$ cat src/rtl/mix_pkg.sv
// mix_pkg: shared definitions for the frame mixer.
//   - frame geometry defaults (pixel count, address width)
//   - pixel payload types (flat 24-bit word and its RGB view)
//   - controller state encoding
package mix_pkg;

    localparam int unsigned MIX_PIX_NUM = 16384;  // 128x128 frame
    localparam int unsigned MIX_ADDR_W  = 14;
    localparam int unsigned PIX_W       = 24;
    localparam int unsigned CH_W        = 8;

    typedef logic [PIX_W-1:0] pix_t;

    typedef struct packed {
        logic [CH_W-1:0] r;
        logic [CH_W-1:0] g;
        logic [CH_W-1:0] b;
    } rgb_t;

    typedef enum logic [2:0] {
        ST_IDLE = 3'd0,
        ST_RD   = 3'd1,
        ST_WAIT = 3'd2,
        ST_WR   = 3'd3,
        ST_DONE = 3'd4
    } state_e;

endpackage

$ cat src/rtl/mix_ctrl_if.sv
// mix_ctrl_if: control, source-read and result-write signals of the mixer.
//   master : the mix_ctrl side (drives strobes, addresses, result data)
//   slave  : the environment side (start, source pixels, write ready)
//   start    - request one frame mix
//   busy     - controller not idle
//   done     - one-cycle end-of-frame pulse
//   rd_en    - read strobe to both source memories
//   rd_addr  - shared source pixel address
//   pix1_in  - source-1 pixel, valid the cycle after rd_en
//   pix2_in  - source-2 pixel, valid the cycle after rd_en
//   wr_en    - result write request
//   wr_addr  - result address
//   wr_data  - mixed pixel
//   wr_ready - result memory accepts the write this cycle
interface mix_ctrl_if
    import mix_pkg::*;
#(
    parameter int unsigned ADDR_W = MIX_ADDR_W
) ();

    logic              start;
    logic              busy;
    logic              done;
    logic              rd_en;
    logic [ADDR_W-1:0] rd_addr;
    pix_t              pix1_in;
    pix_t              pix2_in;
    logic              wr_en;
    logic [ADDR_W-1:0] wr_addr;
    pix_t              wr_data;
    logic              wr_ready;

    modport master (
        input  start,
        input  pix1_in,
        input  pix2_in,
        input  wr_ready,
        output busy,
        output done,
        output rd_en,
        output rd_addr,
        output wr_en,
        output wr_addr,
        output wr_data
    );

    modport slave (
        output start,
        output pix1_in,
        output pix2_in,
        output wr_ready,
        input  busy,
        input  done,
        input  rd_en,
        input  rd_addr,
        input  wr_en,
        input  wr_addr,
        input  wr_data
    );

endinterface

$ cat src/rtl/MixColor.sv
// MixColor: combinational 24-bit colour mixer, per-channel bitwise XOR.
//   a, b - input pixels
//   y    - mixed pixel
module MixColor
    import mix_pkg::*;
(
    input  pix_t a,
    input  pix_t b,
    output pix_t y
);

    rgb_t ca;
    rgb_t cb;
    rgb_t cy;

    assign ca = a;
    assign cb = b;

    // Channel-wise mix; identical to a full-word XOR but keeps the RGB view explicit.
    always_comb begin
        cy   = '0;
        cy.r = ca.r ^ cb.r;
        cy.g = ca.g ^ cb.g;
        cy.b = ca.b ^ cb.b;
    end

    assign y = cy;

endmodule

$ cat src/rtl/mix_ctrl.sv
// mix_ctrl: frame mixer controller. For each pixel of a frame it reads both
// source memories, XOR-mixes the pair and writes the result, honouring
// backpressure on the result write.
//   clk  - clock, rising edge
//   rst  - asynchronous reset, active high
//   bus  - mix_ctrl_if master modport (start/busy/done, source read,
//          result write)
// rd_en, wr_en, busy and done are decoded from state; rd_addr, wr_addr and
// wr_data come straight from flops.
module mix_ctrl
    import mix_pkg::*;
#(
    parameter int unsigned PIX_NUM = MIX_PIX_NUM,
    parameter int unsigned ADDR_W  = MIX_ADDR_W
) (
    input  logic          clk,
    input  logic          rst,
    mix_ctrl_if.master    bus
);

    localparam logic [ADDR_W-1:0] LAST_IDX = ADDR_W'(PIX_NUM - 1);

    state_e            state_q;
    state_e            state_d;
    logic [ADDR_W-1:0] cnt_q;
    logic [ADDR_W-1:0] cnt_d;
    logic [ADDR_W-1:0] wr_addr_q;
    logic [ADDR_W-1:0] wr_addr_d;
    pix_t              wr_data_q;
    pix_t              wr_data_d;
    pix_t              mix_pix;

    // Pixel mixer
    MixColor u_mix (
        .a (bus.pix1_in),
        .b (bus.pix2_in),
        .y (mix_pix)
    );

    // State and datapath registers
    always_ff @(posedge clk or posedge rst) begin
        if (rst) begin
            state_q   <= ST_IDLE;
            cnt_q     <= '0;
            wr_addr_q <= '0;
            wr_data_q <= '0;
        end else begin
            state_q   <= state_d;
            cnt_q     <= cnt_d;
            wr_addr_q <= wr_addr_d;
            wr_data_q <= wr_data_d;
        end
    end

    // Next-state, datapath update and strobe decode
    always_comb begin
        state_d   = state_q;
        cnt_d     = cnt_q;
        wr_addr_d = wr_addr_q;
        wr_data_d = wr_data_q;
        bus.rd_en = 1'b0;
        bus.wr_en = 1'b0;
        bus.done  = 1'b0;
        bus.busy  = (state_q != ST_IDLE);

        case (state_q)
            ST_IDLE: begin
                if (bus.start) begin
                    state_d = ST_RD;
                    cnt_d   = '0;
                end
            end
            ST_RD: begin
                bus.rd_en = 1'b1;
                state_d   = ST_WAIT;
            end
            // Source data arrives this cycle; capture the mixed pixel.
            ST_WAIT: begin
                wr_data_d = mix_pix;
                wr_addr_d = cnt_q;
                state_d   = ST_WR;
            end
            // Result held in wr_*_q until the memory accepts it.
            ST_WR: begin
                bus.wr_en = 1'b1;
                if (bus.wr_ready) begin
                    if (cnt_q == LAST_IDX) begin
                        state_d = ST_DONE;
                    end else begin
                        cnt_d   = cnt_q + ADDR_W'(1);
                        state_d = ST_RD;
                    end
                end
            end
            ST_DONE: begin
                bus.done = 1'b1;
                state_d  = ST_IDLE;
            end
            default: begin
                state_d = ST_IDLE;
            end
        endcase
    end

    assign bus.rd_addr = cnt_q;
    assign bus.wr_addr = wr_addr_q;
    assign bus.wr_data = wr_data_q;

endmodule

$ cat src/flat_wrapper.sv
// flat-port wrapper written by rule: the top's interface ports become plain ports
module mix_ctrl_flat import mix_pkg::*;
#(
    parameter int unsigned PIX_NUM = MIX_PIX_NUM,
    parameter int unsigned ADDR_W  = MIX_ADDR_W
)
  (clk, rst, bus_start, bus_pix1_in, bus_pix2_in, bus_wr_ready, bus_busy, bus_done, bus_rd_en, bus_rd_addr, bus_wr_en, bus_wr_addr, bus_wr_data);
  mix_ctrl_if #(.ADDR_W(ADDR_W)) bus_i ();
  input  logic clk;
  input  logic rst;
  input wire logic [$bits(bus_i.start)-1:0] bus_start;
  input wire logic [$bits(bus_i.pix1_in)-1:0] bus_pix1_in;
  input wire logic [$bits(bus_i.pix2_in)-1:0] bus_pix2_in;
  input wire logic [$bits(bus_i.wr_ready)-1:0] bus_wr_ready;
  output wire logic [$bits(bus_i.busy)-1:0] bus_busy;
  output wire logic [$bits(bus_i.done)-1:0] bus_done;
  output wire logic [$bits(bus_i.rd_en)-1:0] bus_rd_en;
  output wire logic [$bits(bus_i.rd_addr)-1:0] bus_rd_addr;
  output wire logic [$bits(bus_i.wr_en)-1:0] bus_wr_en;
  output wire logic [$bits(bus_i.wr_addr)-1:0] bus_wr_addr;
  output wire logic [$bits(bus_i.wr_data)-1:0] bus_wr_data;
  assign bus_i.start = bus_start;
  assign bus_i.pix1_in = bus_pix1_in;
  assign bus_i.pix2_in = bus_pix2_in;
  assign bus_i.wr_ready = bus_wr_ready;
  assign bus_busy = bus_i.busy;
  assign bus_done = bus_i.done;
  assign bus_rd_en = bus_i.rd_en;
  assign bus_rd_addr = bus_i.rd_addr;
  assign bus_wr_en = bus_i.wr_en;
  assign bus_wr_addr = bus_i.wr_addr;
  assign bus_wr_data = bus_i.wr_data;
  mix_ctrl #(.PIX_NUM(PIX_NUM), .ADDR_W(ADDR_W)) u_core (.clk(clk), .rst(rst), .bus(bus_i));
endmodule
$ cat config.mk
export PLATFORM = sky130hd
export DESIGN_NAME = mix_ctrl_flat
export DESIGN_NICKNAME = d
export VERILOG_FILES = /design/src/rtl/mix_pkg.sv /design/src/rtl/mix_ctrl_if.sv /design/src/rtl/MixColor.sv /design/src/rtl/mix_ctrl.sv /design/src/flat_wrapper.sv
export SDC_FILE = /design/constraint.sdc
export NUM_CORES = 1
export LEC_CHECK = 0
export CAP_MARGIN = 20
export CORE_AREA = 2 2 79 81
export CTS_BUF_LIST = sky130_fd_sc_hd__clkbuf_4 sky130_fd_sc_hd__clkbuf_8
export CTS_CLUSTER_SIZE = 20
export DETAILED_ROUTE_END_ITERATION = 10
export DIE_AREA = 0 0 81 83
export GPL_ROUTABILITY_DRIVEN = 0
export PLACE_DENSITY_LB_ADDON = 0.15
export SYNTH_ARGS = -nofsm -noshare
export SYNTH_HDL_FRONTEND = slang
export SYNTH_SLANG_ARGS = --single-unit
$ cat constraint.sdc
create_clock -name clk -period 2.37 [get_ports clk]
set_clock_uncertainty 0.15 [all_clocks]
set_input_delay 0.474 -clock clk [delete_from_list [all_inputs] [get_ports clk]]
set_output_delay 0.474 -clock clk [all_outputs]
set_load 0.01 [all_outputs]
==> impl_metrics.yaml, run 1 <==
power_and_ir_drop:
  irDropWorstVdd_mv: 0.535
  pwr-share-clk: 0.140
  p_int_mw: 2.42
  seqPwrFrac: 0.386
  p_comb_frac: 0.473
  power_switching_mw: 1.34
  power.share.switching: 0.356
  p_per_area_mw_per_mm2: 981
  p_leak_nw: 1.52
global_route:
  grt-ovfl-total: 0
  grt_pass1_vias: 2231
  grt_pass1_wl_mm: 10.4
  grt_max_degree: 53
  antenna_found_initial: 0
  gr-usage-all-layers: 0.194
placement:
  port_buffers: 107
  place_inst: 425
  dp.final_hpwl_mm: 4.62
run_status:
  outcome: "completed"
detailed_routing:
  drt_iter0_markers: 94
  routed_wl_mm: 6.22
  post_drt_wl_per_cell_um: 14.4
  drc_errors: 0
  num_vias: 2197
  drt_pass1_iterations: 4
  drtAntennaViolNets: 0
  vias_per_cell: 5.09
clock_tree:
  cts.path.max_buffers: 2
  root_buffer: "clkbuf_8"
  clock-sinks: 55
  cts_repair_resize_count: 0
  numCtsBuffers: 5
  cts_tree: "yes"
  clkLatencyLatePin_ns: 0.30
  post_cts_buffers: 0
  cts_max_level: 2
  ctsHoldBuffers: 0
  path_clk_slew_ns: 0.09
yosys:
  ys_warn_count: 0
  yosysSeqAreaShare: 0.543
  synthCells: 246
  yosysTopAreaCellShare: 0.543
  synth-edff-count: 0
  synth_top_area_cell: "dfrtp_1"
  syn-cell-area_mm2: 0.00253
  async_flop_share: 1.00
  syn_area_per_cell_um2: 10.3
  synth_nets: 299
  ys_seq_elements: 55
  synth_ff_type: "dfrtp_1"
  synth.area.top_cells: "dfrtp_1 54%, xnor2_1 8.3%, a21oi_1 5.9%"
  synth_cell_types: 38
sta:
  relSlewSlack: 0.605
  max_freq_mhz: 435
  finalMaxSlewViolations: 0
  rsz0062_at_grt: "no"
  final-hold-violation-count: 0
  max_slew.worst_pin.slew_ns: 0.587
  period_needed_ns: 2.30
  fin_crit_sh: 0.970
  setup-violations-final: 0
  fin_tns_setup_ns: 0
final_layout:
  most-common-layout-cells: "107 x clkdlybuf4s50_1, 52 x dfrtp_1, 33 x nor2_1, 30 x a21oi_1, 24 x xnor2_1"
  stdcell_count: 432
  layout_commonest_cell: "clkdlybuf4s50_1"
  drive_above_1_share: 0.101
  num-nets-final: 410
  syn_to_final_growth_pct: 50.9
  diodes: 0
die:
  dieArea_mm2: 0.00672
  die_w_um: 81
  std_cell_rows: 28
  io_pins: 108
  die_y_um: 83
  start_util: 0.436
  core_mm2: 0.00582
critical_path:
  reg2reg_setup_slack_ns: 0.26
  required_ns: 1.75
  end_kind: "primary output"
  slowest_delay_ns: 0.55
  crit_chain: "nand3b_1, inv_2, clkdlybuf4s50_1"
  critPathMaxFanout: 8
  startpoint_type: "register"
  setup.worst_path.class: "register to primary output"
  cp.arrival_ns: 1.67
  critPathSlowestCell: "clkdlybuf4s50_1"
hold_path:
  hold_path_class: "register to register"
run:
  cap_violations: 0
## cell type report
type | count | area (um^2)
clock buffer | 6 | 82.6
clock inverter | 1 | 5.00
fill | 500 | 1990
inverter | 5 | 18.8
multi-input combinational | 173 | 1090
sequential | 55 | 1380
tap | 75 | 93.8
timing repair buffer | 117 | 1160
## worst paths after layout
path / start / to / cells after the start
setup / recovery: u_core.state_q[2]$_DFFE_PP0P_ / bus_wr_en / 3
hold / removal: u_core.bus.wr_addr[6]$_DFFE_PP0P_ / u_core.bus.wr_addr[6]$_DFFE_PP0P_ / 1
setup reg to reg: u_core.bus.rd_addr[1]$_DFFE_PP0P_ / u_core.bus.rd_addr[13]$_DFFE_PP0P_ / 5
hold reg to reg: u_core.bus.wr_addr[6]$_DFFE_PP0P_ / u_core.bus.wr_addr[6]$_DFFE_PP0P_ / 1
max in group asynchronous: rst / u_core.bus.wr_data[9]$_DFFE_PP0P_ / 3
min in group asynchronous: rst / u_core.bus.wr_data[10]$_DFFE_PP0P_ / 3
## stage by stage
step	util	setup WS, ns	power [mW]	hold slack, ns	instance area, um^2
2_1_floorplan	-	0.346	2.32	0.379	2530
5_1_grt	0.658	0.00240	4.01	0.385	3820
6_report	0.658	0.0715	3.75	0.346	3820
3_5_place_dp	0.642	0.112	3.25	0.329	3730
3_3_place_gp	0.642	0.157	3.21	0.316	3730
4_1_cts	0.657	0.0306	3.79	0.350	3820
## per-layer routing
layer / share of wire / vias up / global-route usage
met5: 0 / - / 0
met4: 0.012 / 0 / 0.0555
met3: 0.061 / 7 / 0.0435
met2: 0.49 / 76 / 0.326
met1: 0.43 / 1042 / 0.248
li1: - / 1072 / -
## Yosys cell counts, types with 2 or more instances
master / number
dfrtp_1: 55
xnor2_1: 24
nand2_1: 13
or3_1: 3
nand4_1: 3
nor4_1: 2
buf_2: 6
o31ai_1: 5
nor2_1: 33
a21oi_1: 30
and3_1: 2
mux2_1: 3
nand3_1: 8
clkbuf_1: 6
nor3b_1: 2
mux2_2: 11
o21ai_1: 13
nor3_1: 3
inv_1: 4
o21ai_0: 2
## sequential cells by signal, summed over array words and instances, names as in the netlist
register / flops
u_core.bus.wr_data: 24
u_core.bus.rd_addr: 14
u_core.bus.wr_addr: 14
u_core.state_q: 3
## power by group through the flow
stage,combinational (mW),sequential (mW),clock (mW)
6_report,1.78,1.45,0.526
5_1_grt,1.95,1.49,0.575
4_1_cts,1.80,1.45,0.544
3_5_place_dp,1.79,1.47,0
3_3_place_gp,1.76,1.45,0
2_1_floorplan,0.777,1.55,0
## critical path: cells and delay by family, from the launching register on
family | cells | cell delay [ns]
buf+inv | 2 | 0.68
flops | 1 | 0.47
simple gates | 1 | 0.21
## cells by family after synthesis
kind of cell | after synthesis | share of synthesized area
AOI/OAI and AO/OA | 58 | 0.129
xor gates and xnor gates | 25 | 0.0864
adders and majority gates | 1 | 0.00494
buffers and inverters | 18 | 0.0311
DFF | 55 | 0.543
muxes | 14 | 0.0622
and+or+nand+nor | 75 | 0.144
(Power assumes the default switching activity.)
==> run 2, diff against run 1 <==
--- a/config.mk
+++ b/config.mk
@@ -13,6 +13,7 @@
 export DIE_AREA = 0 0 81 83
 export GPL_ROUTABILITY_DRIVEN = 0
 export PLACE_DENSITY_LB_ADDON = 0.15
+export SETUP_SLACK_MARGIN = 0.4
 export SYNTH_ARGS = -nofsm -noshare
 export SYNTH_HDL_FRONTEND = slang
 export SYNTH_SLANG_ARGS = --single-unit
==> run 2 against run 1 <==
  * Fmax is 12% higher
  * Sequential share of layout area decreased by 1.6 points
  * Sequential cell count unchanged
  * Global-route usage is 0.22 points higher
  * Via count grew 3.1%
  * Register-to-register slack gained 0.25 ns
  * Critical path depth rose by 1
  * Total power grew 4.1%
  * Combinational power grew 10%
==> impl_metrics.yaml, run 2 (synthesized netlist as in run 1, its figures left out) <==
detailed_routing:
  drt_pass1_iterations: 4
  drt_iter0_markers: 123
  drtAntennaViolNets: 0
  drc_errors: 0
  post_drt_wl_per_cell_um: 13.8
  routed_wl_mm: 6.26
  vias_per_cell: 4.99
  num_vias: 2266
final_layout:
  layout_commonest_cell: "clkdlybuf4s50_1"
  most-common-layout-cells: "100 x clkdlybuf4s50_1, 42 x dfrtp_1, 33 x nor2_1, 30 x a21oi_1, 26 x buf_4"
  stdcell_count: 454
  final_core_util: 0.695
  diodes: 0
  num-nets-final: 431
  syn_to_final_growth_pct: 59.5
  largest_register_ffs: 24
  drive_above_1_share: 0.195
  design_area_mm2: 0.00404
placement:
  place_ws_ns: 0.0908
  port_buffers: 107
  place_inst: 427
  placed_cell_area_mm2: 0.00377
  dp.final_hpwl_mm: 4.44
sta:
  rsz0062_at_grt: "yes"
  max_slew.worst_pin.slew_ns: 0.526
  hold_ws_ns: 0.353
  relSlewSlack: 0.649
  setup-violations-final: 0
  fin_tns_setup_ns: 0
  fin_ws_ns: 0.324
  finalMaxSlewViolations: 0
  period_needed_ns: 2.05
  fin_crit_sh: 0.863
  final-hold-violation-count: 0
  max_freq_mhz: 489
hold_path:
  hold_end: "u_core.bus.wr_addr[6]$_DFFE_PP0P_"
  hold_path_startpoint: "u_core.bus.wr_addr[6]$_DFFE_PP0P_"
  hold-path-cell-count: 1
  hold_path_class: "register to register"
clock_tree:
  cts_max_level: 2
  numCtsBuffers: 5
  cts_tree: "yes"
  clock-sinks: 55
  root_buffer: "clkbuf_8"
  cts.path.max_buffers: 2
  ctsHoldBuffers: 0
  clkLatencyLatePin_ns: 0.31
  path_clk_slew_ns: 0.10
power_and_ir_drop:
  power.total_mw: 3.91
  irDropWorstVdd_mv: 0.634
  p_per_area_mw_per_mm2: 966
  p_leak_nw: 1.66
critical_path:
  critPathMaxFanout: 3
  r2r-start: "u_core.state_q[1]$_DFFE_PP0P_"
  crit_buf_inv: 3
  slowest_delay_ns: 0.43
  critPathSlowestCell: "dfrtp_2"
  crit_chain: "buf_6, buf_6, or3_1, buf_2"
  reg2reg_setup_slack_ns: 0.51
  required_ns: 1.75
  rr_endpoint: "u_core.bus.rd_addr[7]$_DFFE_PP0P_"
  end_kind: "primary output"
  setup.worst_path.class: "register to primary output"
  crit_top_cell: "buf_6"
  critPathTopFamily: "flip-flops"
  cp.arrival_ns: 1.42
  startpoint_type: "register"
  r2r_cells: 8
die:
  start_util: 0.436
  die_w_um: 81
  std_cell_rows: 28
  core_mm2: 0.00582
  dieArea_mm2: 0.00672
  io_pins: 108
  die_y_um: 83
global_route:
  antenna_found_initial: 0
  grt_max_degree: 36
  gr-usage-all-layers: 0.196
  grt_pass1_wl_mm: 10.5
  grt_pass1_vias: 2171
  grt-ovfl-total: 0
run_status:
  outcome: "completed"
run:
  cap_violations: 0
==> run 2: where the power goes <==
group / switching (mW) / internal [mW]
Clock: 0.306 / 0.219
Combinational: 0.897 / 1.06
Sequential: 0.188 / 1.24
Total: 1.39 / 2.52
==> run 2: repair_timing <==
item / in CTS / in global routing
pin swaps: 0 / 1
hold endpoints to repair: 0 / 0
resized for setup: 22 / 10
setup buffers: 9 / 10
endpoints found under the setup margin: 21 / 25
==> run 2: worst max-delay path by stage <==
stage                                      startpoint                            endpoint  slack (ns)  cells past startpoint
global placement                         bus_wr_ready   u_core.bus.rd_addr[8]$_DFFE_PP0P_        0.15                      6
global route            u_core.state_q[1]$_DFFE_PP0P_                           bus_wr_en        0.27                      5
CTS                     u_core.state_q[1]$_DFFE_PP0P_                           bus_wr_en        0.27                      5
finish                  u_core.state_q[1]$_DFFE_PP0P_                            bus_busy        0.32                      4
detailed placement                       bus_wr_ready  u_core.bus.rd_addr[12]$_DFFE_PP0P_        0.09                      6
floorplan           u_core.bus.rd_addr[0]$_DFFE_PP0P_   u_core.bus.rd_addr[4]$_DFFE_PP0P_        0.43                      7
==> run 2: area by class of cell <==
type / instances / area [um^2]
multi-input combinational: 173 / 1120
fill: 486 / 1770
inverter: 5 / 22.5
clock buffer: 6 / 76.3
timing repair buffer: 138 / 1330
tap: 75 / 93.8
sequential: 55 / 1390
clock inverter: 2 / 12.5
==> run 2: routing by layer <==
layer  up-vias  track usage  part of all wire
li1       1119            -                 -
met3         5       0.0859              0.10
met2        75        0.295              0.47
met4         0       0.0416            0.0094
met5         -            0                 0
met1      1067        0.263              0.42
